--- config.mk ---
export PLATFORM = sky130hd
export DESIGN_NAME = ei_axi4_rst_ctrl
export DESIGN_NICKNAME = d
export VERILOG_FILES = /design/src/rtl/ei_axi4_rst_ctrl.sv
export SDC_FILE = /design/constraint.sdc
export NUM_CORES = 1
export LEC_CHECK = 0
export ABC_AREA = 1
export ABC_CLOCK_PERIOD_IN_PS = 2090
export BUFFER_PORTS_ARGS = -buffer_cell sky130_fd_sc_hd__buf_2
export CORE_UTILIZATION = 58
export CTS_CLUSTER_DIAMETER = 50
export DETAILED_ROUTE_END_ITERATION = 10
export GPL_TIMING_DRIVEN = 0
export PLACE_DENSITY = 0.81
export SLEW_MARGIN = 20
export SYNTH_ARGS = -nofsm -noshare
export SYNTH_HDL_FRONTEND = slang
export SYNTH_SLANG_ARGS = --single-unit
--- constraint.sdc ---
create_clock -name aclk -period 2.09 [get_ports aclk]
set_clock_uncertainty 0.15 [all_clocks]
set_input_delay 0.418 -clock aclk [delete_from_list [all_inputs] [get_ports aclk]]
set_output_delay 0.418 -clock aclk [all_outputs]
set_load 0.05 [all_outputs]
--- src/rtl/ei_axi4_rst_ctrl.sv ---
// Reset sequencer and watchdog: drives per-channel active-low AXI resets with a
// programmable start delay and width, plus a watchdog that can force a reset on every channel.
module ei_axi4_rst_ctrl #(
  parameter int NUM_CH    = 4,
  parameter int CNT_W     = 16,
  parameter int MIN_PULSE = 2,
  parameter int WD_RST    = 1
) (
  input  logic              aclk,
  input  logic              areset,
  input  logic              start_i,
  input  logic [NUM_CH-1:0] ch_mask_i,
  input  logic [CNT_W-1:0]  delay_i,
  input  logic [CNT_W-1:0]  width_i,
  output logic              ack_o,
  output logic              busy_o,
  output logic              done_o,
  output logic [NUM_CH-1:0] aresetn_o,
  input  logic              wd_en_i,
  input  logic              wd_kick_i,
  input  logic [CNT_W-1:0]  wd_limit_i,
  output logic              timeout_o
);

  localparam logic [CNT_W-1:0] MIN_W = CNT_W'(MIN_PULSE);
  localparam logic [CNT_W-1:0] ONE   = CNT_W'(1);

  typedef enum logic [1:0] {
    IDLE,
    DELAY,
    ASSERT,
    RELEASE
  } state_t;

  state_t            state, state_next;
  logic [CNT_W-1:0]  cnt, cnt_next;
  logic [CNT_W-1:0]  width_lat, width_next;
  logic [NUM_CH-1:0] mask, mask_next;
  logic [CNT_W-1:0]  eff_width;
  logic [CNT_W-1:0]  wd_cnt;
  logic              pending;
  logic              accept;
  logic              take_forced;
  logic              wd_hit;
  logic              wd_inc;

  // A pending watchdog reset takes the IDLE slot ahead of any start request.
  always_comb begin
    eff_width   = (width_i > MIN_W) ? width_i : MIN_W;
    take_forced = (state == IDLE) && pending;
    accept      = (state == IDLE) && !pending && start_i && (ch_mask_i != '0);
    state_next  = state;
    cnt_next    = cnt;
    mask_next   = mask;
    width_next  = width_lat;
    case (state)
      IDLE: begin
        if (take_forced) begin
          mask_next  = '1;
          width_next = MIN_W;
          cnt_next   = MIN_W;
          state_next = ASSERT;
        end else if (accept) begin
          mask_next  = ch_mask_i;
          width_next = eff_width;
          if (delay_i == '0) begin
            cnt_next   = eff_width;
            state_next = ASSERT;
          end else begin
            cnt_next   = delay_i;
            state_next = DELAY;
          end
        end
      end
      DELAY: begin
        if (cnt <= ONE) begin
          cnt_next   = width_lat;
          state_next = ASSERT;
        end else begin
          cnt_next = cnt - ONE;
        end
      end
      ASSERT: begin
        if (cnt <= ONE) begin
          cnt_next   = '0;
          state_next = RELEASE;
        end else begin
          cnt_next = cnt - ONE;
        end
      end
      RELEASE: state_next = IDLE;
      default: state_next = IDLE;
    endcase
  end

  // Outputs trail the state register by one edge, so the reset pulse lands
  // one cycle after the FSM enters ASSERT and lasts exactly the latched width.
  always_ff @(posedge aclk) begin
    if (areset) begin
      state     <= IDLE;
      cnt       <= '0;
      width_lat <= '0;
      mask      <= '0;
      ack_o     <= 1'b0;
      busy_o    <= 1'b0;
      done_o    <= 1'b0;
      aresetn_o <= '0;
    end else begin
      state     <= state_next;
      cnt       <= cnt_next;
      width_lat <= width_next;
      mask      <= mask_next;
      ack_o     <= accept;
      busy_o    <= accept || take_forced || (state != IDLE);
      done_o    <= (state == RELEASE);
      aresetn_o <= (state == ASSERT) ? ~mask : '1;
    end
  end

  assign wd_hit = (wd_limit_i != '0) && (wd_cnt >= wd_limit_i) && !timeout_o;
  assign wd_inc = wd_en_i && (wd_limit_i != '0) && !timeout_o && (wd_cnt < wd_limit_i);

  // The count freezes at the limit, so an all-ones limit can never wrap.
  always_ff @(posedge aclk) begin
    if (areset) begin
      wd_cnt    <= '0;
      timeout_o <= 1'b0;
      pending   <= 1'b0;
    end else begin
      if (wd_kick_i) begin
        wd_cnt    <= '0;
        timeout_o <= 1'b0;
      end else begin
        if (wd_hit) timeout_o <= 1'b1;
        if (wd_inc) wd_cnt <= wd_cnt + ONE;
      end
      if ((WD_RST != 0) && wd_hit && !wd_kick_i) pending <= 1'b1;
      else if (take_forced) pending <= 1'b0;
    end
  end

endmodule

# ---- Word-level counts from Yosys, hierarchy flattened
# Cells that the tools add are included.
dict set report classes {
  n_shift 0
  order_cmp 4
  n_reduce_logical 27
  add_sub_neg 2
  n_eq_ne 6
  div 0
  multipliers 0
  n_mux 20
  bitwise 1
}
# operator count
set op_table {}
lappend op_table {{$mux W16} 8}
lappend op_table {{$pmux W16 S3} 1}
lappend op_table {{$add A16 B1 Y16 const B} 1}
lappend op_table {{$ge A16 B16 Y1} 1}
lappend op_table {{$gt A16 B2 Y1 const B} 1}
lappend op_table {{$le A16 B1 Y1 const B} 1}
lappend op_table {{$logic_not A16 Y1} 1}
lappend op_table {{$lt A16 B16 Y1} 1}
lappend op_table {{$reduce_bool A16 Y1} 1}
lappend op_table {{$sub A16 B1 Y16 const B} 1}
lappend op_table {{$mux W4} 3}
lappend op_table {{$logic_and A1 B1 Y1} 10}
lappend op_table {{$mux W2} 5}
lappend op_table {{$pmux W2 S4} 1}
lappend op_table {{$reduce_bool A2 Y1} 3}
lappend op_table {{$eq A2 B2 Y1 const B} 2}
lappend op_table {{$ne A2 B2 Y1 const B} 2}
lappend op_table {{$not A4 Y4} 1}
lappend op_table {{$reduce_and A2 Y1} 2}
lappend op_table {{$reduce_bool A4 Y1} 1}
lappend op_table {{$logic_not A1 Y1} 3}
lappend op_table {{$ne A3 B3 Y1 const B} 1}
lappend op_table {{$reduce_and A3 Y1} 1}
lappend op_table {{$reduce_bool A3 Y1} 1}
lappend op_table {{5 further kinds} 7}
dict set report word_totals {
  latchBits 0
  ramBits 0
  word_cells 71
  mem_count 0
  register_bits 63
  in_bits 57
  rom_bits 0
  output_inout_bits 8
}

# ---- Logic depth before layout (Yosys ltp)
# Gate-level depths: netlist (run 1).
dict set report depth {
  ltp_word 7
  mapped_depth 13
  depth_no_buf 13
}

# ---- Worst setup path before layout (run 1)
# OpenSTA, ideal clock, no wires.
dict set report synth_path {
  path_type {input -> register}
  from {input port wd_limit_i[9]}
  to {register wd_cnt[10]}
  required_time_ns 1.808
  setup_slack_ns 0.132
  setup_ns 0.132
  path_buffers 1
  arrival_ns 1.676
  path_stages 11
  cell_sequence {inv_1 > ha_1 > nand2_1 > inv_1 > o21ai_1 > a21oi_1 > nor2_2 > nand3_2 > buf_4 > nand2_1 > a21oi_1}
}
dict set report synth_between {
  elab_chain_len 4
  elab_cells_between_ends 5
  classes_between {1 x order compare; 4 x reduce/logical}
}
# element line
set synth_lines {}
lappend synth_lines {{from (decl)} 21} ;# input logic [CNT_W-1:0] wd_limit_i,
lappend synth_lines {{branches (longest 3 deep; another with $lt A16 B16 Y1)} -}
lappend synth_lines {{$logic_and A1 B1 Y1 *} 121} ;# assign wd_inc = wd_en_i && (wd_limit_i != '0) && !timeout_o && (wd_cnt < wd_limit_i);
lappend synth_lines {{to (signal assigned)} 135} ;# if (wd_inc) wd_cnt <= wd_cnt + ONE;
lappend synth_lines {{to (decl)} 40} ;# logic [CNT_W-1:0] wd_cnt;
# Every way passes the cells marked *.
# A chain may end at the register's enable or synchronous reset.

# ---- Worst setup path in the final report (run 1)
dict set report layout_path {
  from {register state[1]}
  to {register cnt[10]}
}
dict set report layout_between {
  elab_chain_len 6
  elab_cells_between_ends 12
  classes_between {3 x eq/ne; 2 x mux; 7 x reduce/logical}
}
# element line
set layout_lines {}
lappend layout_lines {{from (decl)} 35} ;# state_t state, state_next;
lappend layout_lines {{from (signal assigned)} 109} ;# state <= state_next;
lappend layout_lines {{$logic_not A2 Y1} {50, 51, 56}}
lappend layout_lines {{$logic_and A1 B1 Y1 (3 in a row)} 51} ;# accept = (state == IDLE) && !pending && start_i && (ch_mask_i != '0);
lappend layout_lines {{$ne A3 B3 Y1 (no source line)} -}
lappend layout_lines {{$reduce_and A2 Y1 (no source line)} -}
lappend layout_lines {{to (signal assigned)} 110} ;# cnt <= cnt_next;
lappend layout_lines {{to (decl)} 36} ;# logic [CNT_W-1:0] cnt, cnt_next;
# Several ways; a longest one is shown, not always the timed one.

==> results of run 1 <==
==> cells by family (layout without fill, tap and decap cells) <==
group / Yosys count / after routing / synth area share
AO/OA/AOI/OAI: 123 / 123 / 0.154
XOR/XNOR: 13 / 13 / 0.0263
adder cells (fa/ha/maj): 24 / 24 / 0.0694
buffers and inverters: 90 / 177 / 0.0868
flip-flops: 63 / 63 / 0.292
AND/OR/NAND/NOR: 361 / 361 / 0.372
==> final timing paths <==
path | from | to | depth (start not counted)
worst max-delay path | state[1] | cnt[10] | 7
worst min-delay path | wd_kick_i | wd_cnt[0] | 4
worst max register to register | state[1] | cnt[10] | 7
worst min register to register | mask[1] | aresetn_o[1] | 1
==> flip-flops by register name (all words and copies together) (netlist names) <==
signal and flops:
ack_o 1, aresetn_o 4, busy_o 1, cnt 16, done_o 1, mask 4
pending 1, state 2, timeout_o 1, wd_cnt 16, width_lat 16
==> synthesized netlist by cell type (all sizes together) <==
library cell  instances  area, um2
nand2               172        658
nor2                100        435
a21oi                67        339
inv                  64        240
dfxtp                63       1260
nand3                55        305
o21ai                47        239
nand4                26        163
ha                   24        300
buf                  18        105
xor2                  9       78.8
clkbuf                6       22.5
o221a                 5       56.3
nor3                  4       20.0
xnor2                 4       35.0
clkinv                2       7.51
nand3b                2       15.0
o21bai                2       15.0
and2                  1       6.26
o211ai                1       7.51
o21a                  1       7.51
or2                   1       6.26
==> power groups by stage <==
stage	Clock (mW)	Sequential, mW	Combinational [mW]
floorplan	0	1.75	2.06
global placement	0	1.75	2.66
detailed placement	0	1.75	2.73
CTS	0.987	1.73	2.78
global route	1.04	1.78	3.20
finish	0.990	1.75	2.87
==> critical path: cells and delay by family, from the launching register on <==
kind | cells | cell delay [ns]
flops | 1 | 0.39
buf+inv | 3 | 0.48
fa+ha+maj | 1 | 0.31
simple gates | 2 | 0.43
compound gates | 1 | 0.14
==> final cells by class <==
class | instances | share of cell area
clock inverter | 7 | 0.0111
timing repair buffer | 73 | 0.0764
inverter | 66 | 0.0488
multi-input combinational | 521 | 0.539
sequential | 63 | 0.250
tap | 99 | 0.0244
buffer | 22 | 0.0264
clock buffer | 9 | 0.0244
==> stage by stage <==
| stage | cell area (um2) | worst slack, ns | hold slack [ns] | TNS (ns) |
|---|---|---|---|---|
| floorplan | 4320 | 0.132 | 0.252 | 0 |
| global route | 5080 | -0.0187 | 0.199 | -0.0187 |
| finish | 5080 | 0.114 | 0.178 | 0 |
| detailed placement | 4770 | -0.259 | 0.282 | -2.98 |
| CTS | 4980 | -0.0164 | 0.178 | -0.0175 |
| global placement | 4770 | -0.192 | 0.275 | -2.13 |
==> routing by layer <==
layer  share of wire  up-vias  GRT usage
met5               0        -          0
met4           0.033        0      0.141
li1                -     2395          -
met2            0.48      175      0.552
met3           0.062       36     0.0513
met1            0.42     2155      0.404
==> repair_timing <==
| action | CTS | global route |
|---|---|---|
| resized for setup | 6 | 26 |
| pin swaps | 3 | 2 |
| setup endpoints to repair | 19 | 33 |
| hold buffers | 0 | 0 |
| buffers inserted | 2 | 7 |
==> out/results.tsv, run 1 <==
metric	value	unit
Final Cycle Share	0.946	
part of the power in combinational logic	0.512	
DRC viols	0	
total CTS buffers	9	
TritonCTS clock tree	built	
area grow syn2layout	17.5	%
max-capacitance violation count	0	
clock share of power	0.176	
post-layout util	0.704	
Max Buffers Root-to-Sink	2	
Skew-Pair Late Insertion Delay	0.35	ns
Yosys Warn Count	0	
vias per inst	5.54	
share of cells above drive strength 1	0.201	
Routed Antenna Nets	0	
# diodes	0	
Peak Freq	0.506	GHz
DP HPWL	9450	um
First-pass DRT Iterations	6	
Hold Vio Cnt, Final	0	
Synth Instances	674	
final WL	12300	um
most frequent cells in the layout	168 x nand2_1, 86 x nor2_1, 71 x buf_2, 62 x a21oi_1	
Mapped Nets	755	
Leak	2.34	nW
total power	5.61	mW
worst path required time	2.22	ns
Tot GR Track Use	0.324	
H-tree depth	3	
Slew Viols, Final	0	
worst vdd ir	0.651	mV
status	complete, no violations	
starting density of the core	0.599	
die area	7800	um2
routability cong.	0.950	
CTS root buf	clkbuf_8	
largest net degree at the start of global routing	14	
Flop pwr share	0.311	
Post-Syn Area	4320	um2
DR WL/cell	14.3	um
Die Wd	88.3	um
CP peak stage delay	0.39	ns
FP Rows	31	
Yosys cell types	35	
Core ar.	7210	um2
Hold Path Class	input port to flip-flop	
global route total overflow	0	
vias post-DR	4761	
leading cell type in the layout, fill and taps excluded	nand2_1	
Tmin final	1.98	ns
crit path launch type	flip-flop	
nets	837	
critical path capture point type	flip-flop	
FF+latch area	1270	um2
clock slew at reported path FFs	0.08	ns
vias in the first global route	4272	
sw power	2.69	mW
Slew Limit Headroom	0.644	
initial antenna violation count	0	
CP cell instances	inv_2 -> ha_2 -> buf_2 -> inv_1 -> nor2_2 -> nand2_1 -> a21oi_1	
Die Y	88.3	um
sequential fraction of the synthesis area	0.292	
critical path's slowest cell	dfxtp_1	
switching part of the total power	0.480	
Synth Register Bits	63	
internal power	2.92	mW
multi-input logic area	2740	um2
Cells after DPL	837	
Worst Tran Pin Value	0.533	ns
WS Path Type	flip-flop to flip-flop	
PortBufs	64	
Final Non-Filler Cells	860	
Synth Area per Inst	6.42	um2
CTS sink cnt	63	
I/O pins	65	
drt initial violations	340	
Final setup viols	0	
Cell Pwr Density	1100	nW/um2
# fillers	672	
Worst Path Max Fanout	10	
R2R Setup Slk	0.11	ns
CP arrival	2.11	ns
first-pass GRT wire length	19400	um
Note: power is estimated with default switching activity, not from simulation.
==> inputs of run 2 (changes only) <==
--- a/config.mk
+++ b/config.mk
@@ -5,14 +5,12 @@
 export SDC_FILE = /design/constraint.sdc
 export NUM_CORES = 1
 export LEC_CHECK = 0
-export ABC_AREA = 1
 export ABC_CLOCK_PERIOD_IN_PS = 2090
 export BUFFER_PORTS_ARGS = -buffer_cell sky130_fd_sc_hd__buf_2
-export CORE_UTILIZATION = 58
+export CORE_UTILIZATION = 30
 export CTS_CLUSTER_DIAMETER = 50
 export DETAILED_ROUTE_END_ITERATION = 10
 export GPL_TIMING_DRIVEN = 0
-export PLACE_DENSITY = 0.81
 export SLEW_MARGIN = 20
 export SYNTH_ARGS = -nofsm -noshare
 export SYNTH_HDL_FRONTEND = slang
==> run 2 against run 1 <==
Synthesized cell count shrank 28%. The flow now finishes with violations (negative setup slack). Wire length shrank 1.4%. Critical endpoint is now wd_cnt[9]. Via count shrank 15%. Core utilization shrank 27 points. Clock-buffer cell count grew 5. Critical path type unchanged. Non-clock buffer count grew 16. Die area grew 69%. Flip-flop and latch count is the same.
==> out/results.tsv, run 2 <==
metric	value	unit
top-area cell type share of the netlist area	0.331	
ys flop type	dfxtp_1	
PortBufs	64	
Max Buffers Root-to-Sink	2	
final WL	12100	um
sequential fraction of the synthesis area	0.331	
nets	670	
FP Rows	40	
starting density of the core	0.312	
Post-DP Area	4410	um2
TritonCTS clock tree	built	
Synth Register Bits	63	
Slew Limit Headroom	0.604	
routability cong.	0.873	
part of the power in combinational logic	0.474	
# fillers	1245	
I/O pins	65	
sw power	2.49	mW
Yosys cell types	58	
Core ar.	12200	um2
vias per inst	5.33	
post-layout util	0.434	
DR WL/cell	15.9	um
Post-CTS Hold Fix Bufs	0	
Die Wd	115	um
share of cells above drive strength 1	0.338	
Worst Tran Pin Value	0.594	ns
largest area contributor in the netlist	dfxtp_1	
Worst Path Max Fanout	5	
CP peak stage delay	0.33	ns
Final Non-Filler Cells	762	
largest net degree at the start of global routing	11	
Flop pwr share	0.283	
Yosys Warn Count	0	
DRC viols	0	
Final Worst Setup Slack	-0.222	ns
First-pass DRT Iterations	5	
Cell Pwr Density	1180	nW/um2
Peak Freq	0.433	GHz
# diodes	0	
first-pass GRT wire length	19700	um
die area	13200	um2
clock share of power	0.243	
CTS root buf	clkbuf_16	
unrepaired setup endpoints after global routing	true	
critical path capture point type	flip-flop	
Final Instance Area	5310	um2
Hold Path Class	input port to flip-flop	
CP cell instances	ha_1 -> a21oi_2 -> nor3_1 -> nor4_2 -> buf_4 -> nand4_1 -> clkbuf_8 -> or3_1 -> a21oi_1	
Mapped Nets	569	
Leak	2.10	nW
WS Path Type	flip-flop to flip-flop	
worst path required time	2.19	ns
Commonest cells post-synth	63 x dfxtp_1, 53 x nor2_1, 48 x a21oi_1	
internal power	3.76	mW
CTS sink cnt	63	
Tot GR Track Use	0.195	
DP HPWL	9040	um
Async SR Flop Fraction	0	
Slew Viols, Final	0	
Regs by FF count	cnt: 16 flops, wd_cnt: 16 flops, width_lat: 16 flops	
global route total overflow	0	
critical path's slowest cell	dfxtp_2	
Tmin final	2.31	ns
max-capacitance violation count	0	
failing checks	negative setup slack	
total CTS buffers	9	
Routed Antenna Nets	0	
Cells after DPL	720	
total power	6.25	mW
most common cell in the netlist	dfxtp_1	
crit path launch type	flip-flop	
Skew-Pair Late Insertion Delay	0.33	ns
Synth Instances	488	
worst vdd ir	0.617	mV
EDFF count, synth	0	
vias post-DR	4058	
Post-Syn Area	3810	um2
Die Y	115	um
initial antenna violation count	0	
status	finished with violations	
Final Cycle Share	1.11	
clock slew at reported path FFs	0.05	ns
area grow syn2layout	39.2	%
Final setup viols	17	
Synth area leaders	dfxtp_1 33%, ha_1 7.9%, a21oi_1 6.3%, nor2_1 5.2%, nand2_1 4.4%	
Hold Vio Cnt, Final	0	
most frequent cells in the layout	66 x buf_2, 52 x nor2_1, 44 x a21oi_1, 44 x dfxtp_1, 42 x nand2_1	
drt initial violations	263	
Synth Area per Inst	7.81	um2
CP arrival	2.41	ns
H-tree depth	3	
leading cell type in the layout, fill and taps excluded	buf_2	
switching part of the total power	0.398	
vias in the first global route	3958	
-- run 2: routing by layer --
layer  vias up  part of all wire  global-route usage
li1       1997                 -                   -
met1      1912              0.46               0.249
met2       133              0.47               0.316
met3        16             0.054              0.0443
met4         0             0.020              0.0831
met5         -                 0                   0
-- run 2: layout make-up --
class	count	area, um2	area share
Timing Repair Buffer	93	547	0.103
Buffer	18	128	0.0241
Multi-Input combinational cell	379	2710	0.511
Inverter	25	101	0.0191
Sequential cell	63	1310	0.246
Clock inverter	2	38.8	0.00731
Tap cell	168	210	0.0396
Clock buffer	14	264	0.0498
-- run 2: power groups by stage --
stage	registers (mW)	logic (mW)	clock network [mW]
after detailed placement	1.73	2.36	0
after global routing	1.80	3.24	1.61
after global placement	1.72	2.33	0
after CTS	1.74	2.76	1.55
final	1.77	2.96	1.52
after floorplan	1.71	1.77	0
-- run 2: critical path, delay by kind of cell (launching register included) --
family / cells / cell delay (ns)
AOI/OAI and AO/OA: 2 / 0.30
adders and majority gates: 1 / 0.30
buffers and inverters: 2 / 0.38
DFF: 1 / 0.33
and+or+nand+nor: 4 / 0.77
-- run 2: path summary, 6_finish.rpt --
check / from / endpoint / slack, ns / cells past startpoint
max reg2reg: wd_cnt[9] / wd_cnt[9] / -0.22 / 9
min reg2reg: mask[1] / aresetn_o[1] / 0.29 / 1
max: wd_cnt[9] / wd_cnt[9] / -0.22 / 9
min: width_i[7] / width_lat[7] / 0.21 / 3
-- run 2: cell families (layout without fill, tap and decap cells) --
kind of cell / count (synthesis) / after routing / share of synthesized area
adder cells (fa/ha/maj): 24 / 24 / 0.0788
buffers and inverters: 46 / 152 / 0.0492
XOR/XNOR: 15 / 15 / 0.0345
multiplexers: 1 / 1 / 0.00263
flip-flops: 63 / 63 / 0.331
AO/OA/AOI/OAI: 124 / 124 / 0.210
AND/OR/NAND/NOR: 215 / 215 / 0.294
-- run 2: through the flow --
| step | setup WS, ns | hold WS, ns | TNS (ns) |
|---|---|---|---|
| after global placement | -0.628 | 0.291 | -17.24 |
| final | -0.222 | 0.214 | -2.51 |
| after detailed placement | -0.615 | 0.290 | -16.91 |
| after CTS | -0.210 | 0.207 | -1.88 |
| after global routing | -0.365 | 0.226 | -4.94 |
| after floorplan | -0.233 | 0.259 | -1.69 |
-- run 2: timing repair --
| action | 4_1_cts | 5_1_grt |
|---|---|---|
| gates cloned | 1 | 1 |
| gates resized for setup | 60 | 42 |
| setup endpoints to repair | 42 | 50 |
| pin swaps | 23 | 18 |
| hold endpoints to repair | 0 | 0 |
| buffers inserted | 20 | 7 |
==> inputs of run 3 (changes only) <==
--- a/config.mk
+++ b/config.mk
@@ -5,8 +5,9 @@
 export SDC_FILE = /design/constraint.sdc
 export NUM_CORES = 1
 export LEC_CHECK = 0
-export ABC_CLOCK_PERIOD_IN_PS = 2090
+export ABC_CLOCK_PERIOD_IN_PS = 2500
 export BUFFER_PORTS_ARGS = -buffer_cell sky130_fd_sc_hd__buf_2
+export CAP_MARGIN = 40
 export CORE_UTILIZATION = 30
 export CTS_CLUSTER_DIAMETER = 50
 export DETAILED_ROUTE_END_ITERATION = 10
==> constraint.sdc (replaced) <==
create_clock -name aclk -period 2.5 [get_ports aclk]
set_clock_uncertainty 0.15 [all_clocks]
set_input_delay 0.5 -clock aclk [delete_from_list [all_inputs] [get_ports aclk]]
set_output_delay 0.5 -clock aclk [all_outputs]
set_load 0.1 [all_outputs]
==> run 3 against run 2 <==
The run now ends clean. Clock-buffer cell count decreased by 3. Flip-flop and latch count unchanged. Worst hold slack improved by 0.072 ns. First-iteration DRC count increased by 17%. Die area unchanged. Non-clock buffer count decreased by 20. Critical path type unchanged. Critical endpoint is now wd_cnt[7]. Largest power group unchanged.
==> out/results.tsv, run 3 (same netlist as run 2, synthesis figures left out) <==
metric	value	unit
status	complete, no violations	
switching part of the total power	0.404	
total power	4.86	mW
unrepaired setup endpoints after global routing	true	
leading cell type in the layout, fill and taps excluded	buf_2	
part of the power in combinational logic	0.433	
vias in the first global route	3888	
FP Rows	40	
Die Y	115	um
Core ar.	12200	um2
nets	650	
Hold Path Class	flip-flop to flip-flop	
Final setup viols	0	
final WL	12000	um
Flop pwr share	0.293	
I/O pins	65	
vias post-DR	4016	
Max Buffers Root-to-Sink	2	
DR WL/cell	16.2	um
Skew-Pair Late Insertion Delay	0.33	ns
Final Cycle Share	0.955	
Regs by FF count	cnt: 16 flops, wd_cnt: 16 flops, width_lat: 16 flops	
WS Path Type	flip-flop to flip-flop	
clock share of power	0.275	
H-tree depth	3	
Post-DP Area	4340	um2
Tmin final	2.39	ns
TNS Setup	0	ns
first-pass GRT wire length	19000	um
share of cells above drive strength 1	0.232	
CP arrival	2.48	ns
vias per inst	5.42	
crit path launch type	flip-flop	
global route total overflow	0	
DP HPWL	8990	um
initial antenna violation count	0	
sw power	1.96	mW
worst path required time	2.60	ns
Hold Vio Cnt, Final	0	
total CTS buffers	9	
max-capacitance violation count	0	
Tot GR Track Use	0.186	
drt initial violations	308	
worst vdd ir	0.543	mV
First-pass DRT Iterations	5	
# diodes	0	
Die Wd	115	um
starting density of the core	0.312	
Cell Pwr Density	1000	nW/um2
routability cong.	0.888	
largest net degree at the start of global routing	11	
DRC viols	0	
Peak Freq	0.419	GHz
clock slew at reported path FFs	0.05	ns
CTS sink cnt	63	
area grow syn2layout	27.3	%
Slew Limit Headroom	0.518	
# fillers	1281	
Slew Viols, Final	0	
Post-CTS Hold Fix Bufs	0	
CTS root buf	clkbuf_16	
Final Instance Area	4850	um2
Worst Tran Pin Value	0.717	ns
die area	13200	um2
Cells after DPL	720	
hold depth	1	
internal power	2.90	mW
R2R cell count	9	
Final Non-Filler Cells	741	
TritonCTS clock tree	built	
critical path capture point type	flip-flop	
most frequent cells in the layout	67 x buf_2, 57 x dfxtp_1, 53 x nor2_1, 45 x nand2_1, 44 x a21oi_1	
Routed Antenna Nets	0	
PortBufs	64	
Worst Path Max Fanout	5	
Leak	1.92	nW
-- run 3: cell types whose count changed in the layout (fill, tap and decap cells not counted), sizes merged --
cell,before,now
clkinv,1,2
buf,99,77
bufinv,1,2
clkbuf,26,25
-- run 3: layout make-up --
type                            instances  area (um2)  share of cell area
Multi-Input combinational cell        379        2490               0.513
Sequential cell                        63        1270               0.263
Timing Repair Buffer                   70         363              0.0748
Clock buffer                           11         243              0.0500
Tap cell                              168         210              0.0433
Buffer                                 21         111              0.0230
Inverter                               25        93.8              0.0193
Clock inverter                          4        70.1              0.0144
-- run 3: critical path: stages, from the launching register on --
cell and delay (ns):
dfxtp_2 0.33, ha_1 0.28, a21oi_1 0.22, nor3_2 0.08
nor4_2 0.24, buf_4 0.18, nand4_1 0.19, buf_6 0.20
or3_1 0.31, a21oi_1 0.14
-- run 3: per-stage QoR --
stage                     setup slack, ns  hold slack (ns)  utilization
after global routing              -0.0239            0.309        0.397
after floorplan                    0.0187            0.259            -
final                               0.113            0.286        0.397
after CTS                          0.0174            0.292        0.384
after global placement             -0.429            0.282        0.356
after detailed placement           -0.501            0.282        0.356
-- run 3: power by group through the flow --
stage               Sequential (mW)  Clock (mW)  Combinational, mW
CTS                            1.42        1.36               2.04
global route                   1.45        1.41               2.30
global placement               1.43           0               1.99
detailed placement             1.44           0               2.02
floorplan                      1.49           0               1.48
finish                         1.42        1.33               2.10
-- run 3: timing repair --
| item | in CTS | in global routing |
|---|---|---|
| resized for setup | 6 | 35 |
| setup buffers | 1 | 4 |
| pin swaps | 1 | 9 |
| endpoints found under the setup margin | 13 | 21 |
| gates cloned | 0 | 1 |
-- run 3: routing by layer --
metal  track usage  vias to the layer above  wire length (um)
li1              -                     1949                 -
met1         0.222                     1894              5120
met2         0.319                      145              5770
met3        0.0406                       28               765
met4        0.0874                        0               320
met5             0                        -                 0
-- run 3: final timing paths --
kind / to / slack, ns / startpoint
min reg2reg: aresetn_o[2] / 0.29 / mask[2]
max reg2reg: wd_cnt[7] / 0.11 / wd_cnt[9]
max: wd_cnt[7] / 0.11 / wd_cnt[9]
min: aresetn_o[2] / 0.29 / mask[2]
